`src/rtl/predict_pkg.sv`:
```
// rtl/predict_pkg.sv - shared counter type and update rule for the fetch predictor
package predict_pkg;

    typedef enum logic [1:0] {
        SNT = 2'b00,
        WNT = 2'b01,
        WT  = 2'b10,
        ST  = 2'b11
    } pht_cnt_t;

    localparam pht_cnt_t PHT_RESET = WNT;

    // Two-bit saturating step toward the observed outcome.
    function automatic pht_cnt_t cnt_update(input pht_cnt_t cnt, input logic taken);
        pht_cnt_t nxt;
        nxt = cnt;
        case (cnt)
            SNT:     nxt = taken ? WNT : SNT;
            WNT:     nxt = taken ? WT  : SNT;
            WT:      nxt = taken ? ST  : WNT;
            ST:      nxt = taken ? ST  : WT;
            default: nxt = PHT_RESET;
        endcase
        return nxt;
    endfunction

endpackage

```
`src/rtl/pattern_history_table.sv`:
```
// rtl/pattern_history_table.sv - table of 2-bit counters, async read, trained at the clock edge
module pattern_history_table
    import predict_pkg::*;
#(
    parameter int IDX_BITS = 6
) (
    input  logic                clk,
    input  logic                reset,
    input  logic [IDX_BITS-1:0] rd_idx_i,
    output pht_cnt_t            rd_cnt_o,
    input  logic                wr_en_i,
    input  logic [IDX_BITS-1:0] wr_idx_i,
    input  logic                wr_taken_i
);

    localparam int ENTRIES = 1 << IDX_BITS;

    pht_cnt_t table_q [ENTRIES];

    // Read sees the pre-edge contents even when the same entry is being trained.
    assign rd_cnt_o = table_q[rd_idx_i];

    always_ff @(posedge clk) begin
        if (reset) begin
            for (int i = 0; i < ENTRIES; i++) begin
                table_q[i] <= PHT_RESET;
            end
        end else if (wr_en_i) begin
            table_q[wr_idx_i] <= cnt_update(table_q[wr_idx_i], wr_taken_i);
        end
    end

endmodule

```
`src/rtl/fetch_predictor.sv`:
```
// rtl/fetch_predictor.sv - fetch PC sequencer with bimodal prediction and EX-side redirect
module fetch_predictor
    import predict_pkg::*;
#(
    parameter int          PHT_IDX_BITS = 6,
    parameter logic [31:0] RESET_PC     = 32'h0000_0000
) (
    input  logic        clk,
    input  logic        reset,
    input  logic        stall_i,
    output logic [31:0] pc_o,
    input  logic        dec_is_branch_i,
    input  logic        dec_is_jump_i,
    input  logic [31:0] dec_target_i,
    input  logic [31:0] dec_pc_plus_4_i,
    output logic        pred_taken_o,
    input  logic        res_valid_i,
    input  logic        res_is_branch_i,
    input  logic        res_is_jr_i,
    input  logic [31:0] res_pc_i,
    input  logic        res_taken_i,
    input  logic        res_pred_taken_i,
    input  logic [31:0] res_target_i,
    output logic        flush_o,
    output logic [31:0] branch_cnt_o,
    output logic [31:0] mispred_cnt_o
);

    logic [31:0] pc_q, pc_d;
    logic [31:0] branch_cnt_q, branch_cnt_d;
    logic [31:0] mispred_cnt_q, mispred_cnt_d;
    logic [31:0] pred_next;
    logic [31:0] redirect_pc;
    logic        mispredict;
    logic        train_en;
    pht_cnt_t    rd_cnt;

    assign train_en = res_valid_i & res_is_branch_i;

    pattern_history_table #(
        .IDX_BITS(PHT_IDX_BITS)
    ) u_pht (
        .clk        (clk),
        .reset      (reset),
        .rd_idx_i   (pc_q[PHT_IDX_BITS+1:2]),
        .rd_cnt_o   (rd_cnt),
        .wr_en_i    (train_en),
        .wr_idx_i   (res_pc_i[PHT_IDX_BITS+1:2]),
        .wr_taken_i (res_taken_i)
    );

    assign pred_taken_o = dec_is_jump_i | (dec_is_branch_i & rd_cnt[1]);
    assign pred_next    = pred_taken_o ? dec_target_i : dec_pc_plus_4_i;

    // jr targets are never predicted, so every resolved jr redirects.
    assign mispredict = res_valid_i &
                        ((res_is_branch_i & (res_taken_i != res_pred_taken_i)) | res_is_jr_i);

    always_comb begin
        redirect_pc = res_pc_i + 32'd4;
        if (res_is_jr_i || res_taken_i) begin
            redirect_pc = res_target_i;
        end
    end

    always_comb begin
        pc_d          = pred_next;
        branch_cnt_d  = branch_cnt_q;
        mispred_cnt_d = mispred_cnt_q;
        if (mispredict) begin
            pc_d = redirect_pc;
        end else if (stall_i) begin
            pc_d = pc_q;
        end
        if (res_valid_i && (res_is_branch_i || res_is_jr_i) && (branch_cnt_q != '1)) begin
            branch_cnt_d = branch_cnt_q + 32'd1;
        end
        if (mispredict && (mispred_cnt_q != '1)) begin
            mispred_cnt_d = mispred_cnt_q + 32'd1;
        end
    end

    always_ff @(posedge clk) begin
        if (reset) begin
            pc_q          <= RESET_PC;
            branch_cnt_q  <= '0;
            mispred_cnt_q <= '0;
        end else begin
            pc_q          <= pc_d;
            branch_cnt_q  <= branch_cnt_d;
            mispred_cnt_q <= mispred_cnt_d;
        end
    end

    assign pc_o          = pc_q;
    assign flush_o       = mispredict;
    assign branch_cnt_o  = branch_cnt_q;
    assign mispred_cnt_o = mispred_cnt_q;

endmodule

```
`config.mk`:
```
export PLATFORM = sky130hd
export DESIGN_NAME = fetch_predictor
export DESIGN_NICKNAME = d
export VERILOG_FILES = /design/src/rtl/predict_pkg.sv /design/src/rtl/pattern_history_table.sv /design/src/rtl/fetch_predictor.sv
export SDC_FILE = /design/constraint.sdc
export NUM_CORES = 1
export LEC_CHECK = 0
export CORE_MARGIN = 5
export CORE_UTILIZATION = 54
export DETAILED_ROUTE_END_ITERATION = 10
export PLACE_DENSITY = 0.81
export SYNTH_ARGS = -nofsm -noshare
export SYNTH_HDL_FRONTEND = slang
export SYNTH_HIERARCHICAL = 1
export SYNTH_SLANG_ARGS = --single-unit
```
`constraint.sdc`:
```
create_clock -name clk -period 4.94 [get_ports clk]
set_input_delay 0.741 -clock clk [delete_from_list [all_inputs] [get_ports clk]]
set_output_delay 0.741 -clock clk [all_outputs]
set_load 0.005 [all_outputs]
```
==> results of run 1 <==
-- routing by layer --
layer | vias to the layer above | track usage, % | part of all wire [%]
li1 | 5546 | - | -
met2 | 684 | 47.03 | 48
met5 | - | 0 | 0
met4 | 0 | 11.35 | 4.1
met1 | 5771 | 37.28 | 39
met3 | 116 | 5.332 | 9.0
-- power groups by stage --
stage               Clock, µW  Combinational, µW  Sequential [µW]
floorplan                   0                445             2090
global placement            0                705             2110
detailed placement          0                716             2110
CTS                      1730                719             2070
global route             1800                777             2080
finish                   1700                726             2070
-- registers in the layout, indices dropped and copies added, names as in the netlist --
| signal | flops |
|---|---|
| u_pht/table_q | 128 |
| branch_cnt_o | 32 |
| mispred_cnt_o | 32 |
| pc_o | 32 |
-- area by class of cell --
cell class	count	area [µm²]	area share, %
tap	324	405.4	2.487
multi-input combinational	1014	6714	41.19
sequential	224	5766	35.38
clock buffer	34	679.4	4.169
clock inverter	10	55.05	0.3378
inverter	21	78.83	0.4836
antenna	6	15.01	0.09212
timing repair buffer	264	2585	15.86
-- worst max-delay path, cell delays in order, from the launching register on --
cell             delay [ps]
dfxtp_1                 920
mux4_2                  420
mux4_2                  500
mux2i_1                 300
a21oi_1                 240
a21oi_4                 210
inv_1                    50
clkdlybuf4s50_1         440
-- stage by stage --
step	setup WS, ps	instances	power [µW]	hold WS [ps]
after floorplan	963.9	1391	2534	476.7
after global placement	708.0	1847	2813	477.2
after detailed placement	649.7	1847	2826	489.3
after CTS	614.1	1891	4515	497.5
after global routing	536.4	1897	4654	527.5
final	582.1	1897	4497	492.9
-- path summary, 6_finish.rpt --
path,endpoint,startpoint,slack (ps)
worst min-delay path,branch_cnt_o[5]$_SDFFE_PP0P_,branch_cnt_o[5]$_SDFFE_PP0P_,490
worst max-delay path,pred_taken_o,pc_o[3]$_SDFFE_PP0P_,580
worst max register to register,pc_o[23]$_SDFFE_PP0P_,pc_o[3]$_SDFFE_PP0P_,900
worst min register to register,branch_cnt_o[5]$_SDFFE_PP0P_,branch_cnt_o[5]$_SDFFE_PP0P_,490
-- layout by cell type, fill, tap and decap left out, types with 10 or more instances in the layout --
cell               n
and4_1            13
nor3_1            24
inv_1             21
edfxtp_1         128
o31ai_1           27
o22ai_1           10
nand3_1           77
a21oi_1           58
nor2_1           123
nor4_1            14
nor3_2            33
mux4_2            25
or4_1             23
xnor2_1           19
or3_1             23
mux2_2            15
dfxtp_1           96
o21ai_0           79
a211oi_1          23
and3_1            13
clkdlybuf4s50_1  230
nand4_1           34
nand2_1          157
nor2b_1           14
buf_4             27
mux2i_1           60
xor2_1            16
clkbuf_16         25
==> impl_metrics.ini, run 1 <==
[power_and_ir_drop]
p_per_area_nw_per_um2 = 275.9
p_sw_uw = 1182
switching_share_pct = 26.28
combPwrFrac_pct = 16.1
p_int_uw = 3315
share_seq_of_total_power_pct = 46.1
ir_drop_uv = 255.4
pwr-share-clk_pct = 37.8
power.static_leakage_uw = 0.005189

[cts]
clock_path_buffers = 3
clkSlewWorstSetupHoldPaths_ps = 60
cts.htree.levels = 1
numCtsBuffers = 25
cts_tree = yes
cts_hold_buf = 0
clock_latency_ps = 530
post_cts_buffers = 0
cts_root_buf = clkbuf_16
clkSinkCount = 224
postCtsResizedCells = 0

[placed_design]
placed_cell_area_um2 = 15550
gp_congestion = 0.9627
place_hpwl_mm = 29.50
port_buffers = 235

[global_route]
grt_pass1_vias = 11510
gr-total-overflow = 0
grt_max_degree = 68
antenna_found_initial = 6
grt_use_total_pct = 28.48
grt_pass1_wl_mm = 64.47

[route]
drcViolationCount = 0
post_drt_wl_per_cell_um = 21.62
routed_wl_mm = 41.01
drtIter0Drc = 1506
via_per_inst = 6.387
dr.pass1.iters = 6
drtAntennaViolNets = 0
vias = 12120

[cells_and_area]
utilization_pct = 67.41
n_fill_cell = 1851
design_area_um2 = 16300
layout-drive-gt1-share_pct = 10.34
areaGrowthSynthToFinish_pct = 23.62
nets = 1691

[sta]
worstMarginPinSlew_ps = 1268
relSlewSlack_pct = 15.28
grt_setup_unrepaired = no
setup_violations = 0
skew_ps = 14.86
min_period_ps = 4358
timing.fmax_mhz = 229.5
hold_viol = 0
final.setup.tns_ps = 0
drv_slew = 0
layout_worst_path_cycle_share_pct = 88.22

[job]
maxCapViolations = 0

[die]
fp.dieH_um = 166.3
io_pins = 236
fp.dieW_um = 166.3
die_area_um2 = 27640
num_rows = 57
start_util_pct = 54.53
core_area_um2 = 24180

[yosys]
synth_nets = 1532
syn_avg_cell_area_um2 = 9.478
syn-cell-area_um2 = 13180
yosysWarningCount = 6
synthCells = 1391

[critical_path]
reg2regPathDepth = 10
crit_fanout = 17
crit_type = flip-flop to output pin
cp_data_required_time_ps = 4200
endpoint_kind = output pin
arrival_ps = 3620
start_kind = flip-flop

[status]
run_status = finished, final reports clean

[hold_path]
hold_depth = 2
hp-class = flip-flop to flip-flop
Note: power is estimated with default switching activity, not from simulation.
==> inputs of run 2 (changes only) <==
--- a/config.mk
+++ b/config.mk
@@ -8,6 +8,7 @@
 export CORE_MARGIN = 5
 export CORE_UTILIZATION = 54
 export DETAILED_ROUTE_END_ITERATION = 10
+export GPL_ROUTABILITY_DRIVEN = 1
 export PLACE_DENSITY = 0.81
 export SYNTH_ARGS = -nofsm -noshare
 export SYNTH_HDL_FRONTEND = slang
==> constraint.sdc (replaced) <==
create_clock -name clk -period 4.94 [get_ports clk]
set_input_delay 0.741 -clock clk [delete_from_list [all_inputs] [get_ports clk]]
set_output_delay 0.741 -clock clk [all_outputs]
set_load 0.01 [all_outputs]
==> run 2 against run 1 <==
Die area unchanged. Worst setup slack got worse by 120 ps. Count of clock-buffer cells in the layout decreased by 6. Global-route usage grew 0.71 points. Core utilization rose by 0.58 points. Cell area grew 0.86%. Combinational power rose by 2%. Flip-flop and latch count unchanged. First-iteration DRC count down 0.33%. Critical path type unchanged.
==> impl_metrics.ini, run 2 (same netlist as run 1, synthesis figures left out) <==
[sta]
worstMarginPinSlew_ps = 1260
skew_ps = 23.36
layout_worst_path_cycle_share_pct = 90.68
setup_violations = 0
timing.fmax_mhz = 223.2
grt_setup_unrepaired = no
min_period_ps = 4479
drv_slew = 0
relSlewSlack_pct = 15.84
hold_viol = 0
final.setup.tns_ps = 0

[cells_and_area]
mostFrequentLayoutCells = 230 x clkdlybuf4s50_1, 157 x nand2_1, 128 x edfxtp_1
largest-register = u_pht/table_q
areaGrowthSynthToFinish_pct = 24.68
final_common_cell = clkdlybuf4s50_1
n_fill_cell = 1835
nets = 1695
largest_reg_flops = 128
layout-drive-gt1-share_pct = 10.74
design_area_um2 = 16440

[global_route]
grt_pass1_vias = 11570
antenna_found_initial = 7
gr-total-overflow = 0
grt_use_total_pct = 29.18
grt_max_degree = 68
grt_pass1_wl_mm = 65.61

[route]
wl_met3_mm = 4.244
via_per_inst = 6.444
met1_length_mm = 16.16
met2_length_mm = 19.99
top_layer_used = met4
drtAntennaViolNets = 0
vias = 12270
drtIter0Drc = 1501
post_drt_wl_per_cell_um = 22.28
dr.pass1.iters = 6
routed_wl_mm = 42.42
drcViolationCount = 0

[job]
maxCapViolations = 0

[cts]
numCtsBuffers = 26
cts.htree.levels = 1
clkSinkCount = 224
clock_path_buffers = 3
cts_root_buf = clkbuf_16
clkSlewWorstSetupHoldPaths_ps = 70
postCtsResizedCells = 0
cts_hold_buf = 0
cts_tree = yes
post_cts_buffers = 0
clock_latency_ps = 530

[die]
start_util_pct = 54.53
fp.dieW_um = 166.3
num_rows = 57
die_area_um2 = 27640
fp.dieH_um = 166.3
io_pins = 236
core_area_um2 = 24180

[placed_design]
gp_congestion = 0.9701
place_hpwl_mm = 30.19
port_buffers = 235
placed_cell_area_um2 = 15550

[status]
run_status = finished, final reports clean

[critical_path]
crit_chain = mux4_2 -> mux4_2 -> mux2i_1 -> a21oi_1 -> a21oi_4 -> inv_1 -> clkdlybuf4s50_1
endpoint_kind = output pin
crit_fanout = 17
reg2regPathDepth = 10
cp_data_required_time_ps = 4200
rr_startpoint = pc_o[3]$_SDFFE_PP0P_
start_kind = flip-flop
slowest_delay_ps = 950
arrival_ps = 3740
regToRegEndpoint = pc_o[17]$_SDFFE_PP0P_
rrSetupSlack_ps = 830
cpMostUsedCell = mux4_2
crit_type = flip-flop to output pin
cp_slowest_cell = dfxtp_1

[hold_path]
hp-class = flip-flop to flip-flop
worstHoldEndpoint = branch_cnt_o[11]$_SDFFE_PP0P_
hold_depth = 2
hp-start = branch_cnt_o[11]$_SDFFE_PP0P_

[power_and_ir_drop]
p_per_area_nw_per_um2 = 291.4
ir_drop_uv = 291.5
power.static_leakage_uw = 0.005265
## run 2: cell count changes in the layout (fill, tap and decap cells not counted)
cell	before	now
buf_12	3	1
buf_4	27	32
bufinv_16	0	4
clkbuf_1	7	1
clkbuf_16	25	27
clkbuf_8	2	0
clkinv_1	3	8
clkinv_4	0	1
clkinvlp_4	2	1
diode_2	6	7
## run 2: how the worst max path moves through the flow
stage	startpoint	endpoint	slack (ps)	cells after the start
5_1_grt	pc_o[3]$_SDFFE_PP0P_	pred_taken_o	490	7
2_1_floorplan	pc_o[2]$_SDFFE_PP0P_	pred_taken_o	890	11
4_1_cts	pc_o[3]$_SDFFE_PP0P_	pred_taken_o	580	7
6_report	pc_o[3]$_SDFFE_PP0P_	pred_taken_o	460	7
3_3_place_gp	res_pc_i[6]	u_pht/table_q[39][1]$_SDFFCE_PN0P_	790	9
3_5_place_dp	res_pc_i[6]	u_pht/table_q[23][1]$_SDFFCE_PN0P_	710	9
## run 2: worst max-delay path: cells and delay by family, from the launching register on
kind,cells,cell delay (ps)
compound gates,2,360
buf+inv,2,550
flops,1,950
mux,3,1320
## run 2: metal layers
layer / GRT usage (%) / vias to the layer above
li1: - / 5557
met1: 37.40 / 5840
met2: 48.22 / 738
met3: 5.880 / 134
met4: 12.77 / 0
met5: 0 / -
## run 2: report_power, final
| part | switching (µW) | internal, µW | leakage [µW] |
|---|---|---|---|
| clock network | 777 | 1200 | 0.000427 |
| registers | 50.8 | 2020 | 0.00192 |
| logic | 412 | 330 | 0.00291 |
## run 2: final cells by class
cell class / count / area [µm²] / area share [%]
clock inverters: 19 / 195.2 / 1.187
clock buffers: 28 / 679.4 / 4.133
flip-flops and latches: 224 / 5766 / 35.07
multi-input cells: 1014 / 6714 / 40.84
inverters: 21 / 78.83 / 0.4795
repair buffers: 267 / 2582 / 15.71
diodes: 7 / 17.52 / 0.1066
well taps: 324 / 405.4 / 2.466
## run 2: through the flow
stage	utilization (%)	setup WS, ps	total power (µW)	hold WS [ps]	cells
after floorplan	-	888.5	2546	504.3	1391
after global placement	64.30	792.2	2821	475.4	1850
after detailed placement	64.30	713.2	2838	487.6	1850
after CTS	67.92	584.2	4793	495.4	1897
after global routing	67.99	490.8	4940	544.2	1904
final	67.99	460.6	4790	495.3	1904
==> inputs of run 3 (changes only) <==
--- a/config.mk
+++ b/config.mk
@@ -7,6 +7,7 @@
 export LEC_CHECK = 0
 export CORE_MARGIN = 5
 export CORE_UTILIZATION = 54
+export CTS_CLUSTER_SIZE = 14
 export DETAILED_ROUTE_END_ITERATION = 10
 export GPL_ROUTABILITY_DRIVEN = 1
 export PLACE_DENSITY = 0.81
==> results of run 3 <==
The final DEF is identical to that of run 2; final timing and power are the same.
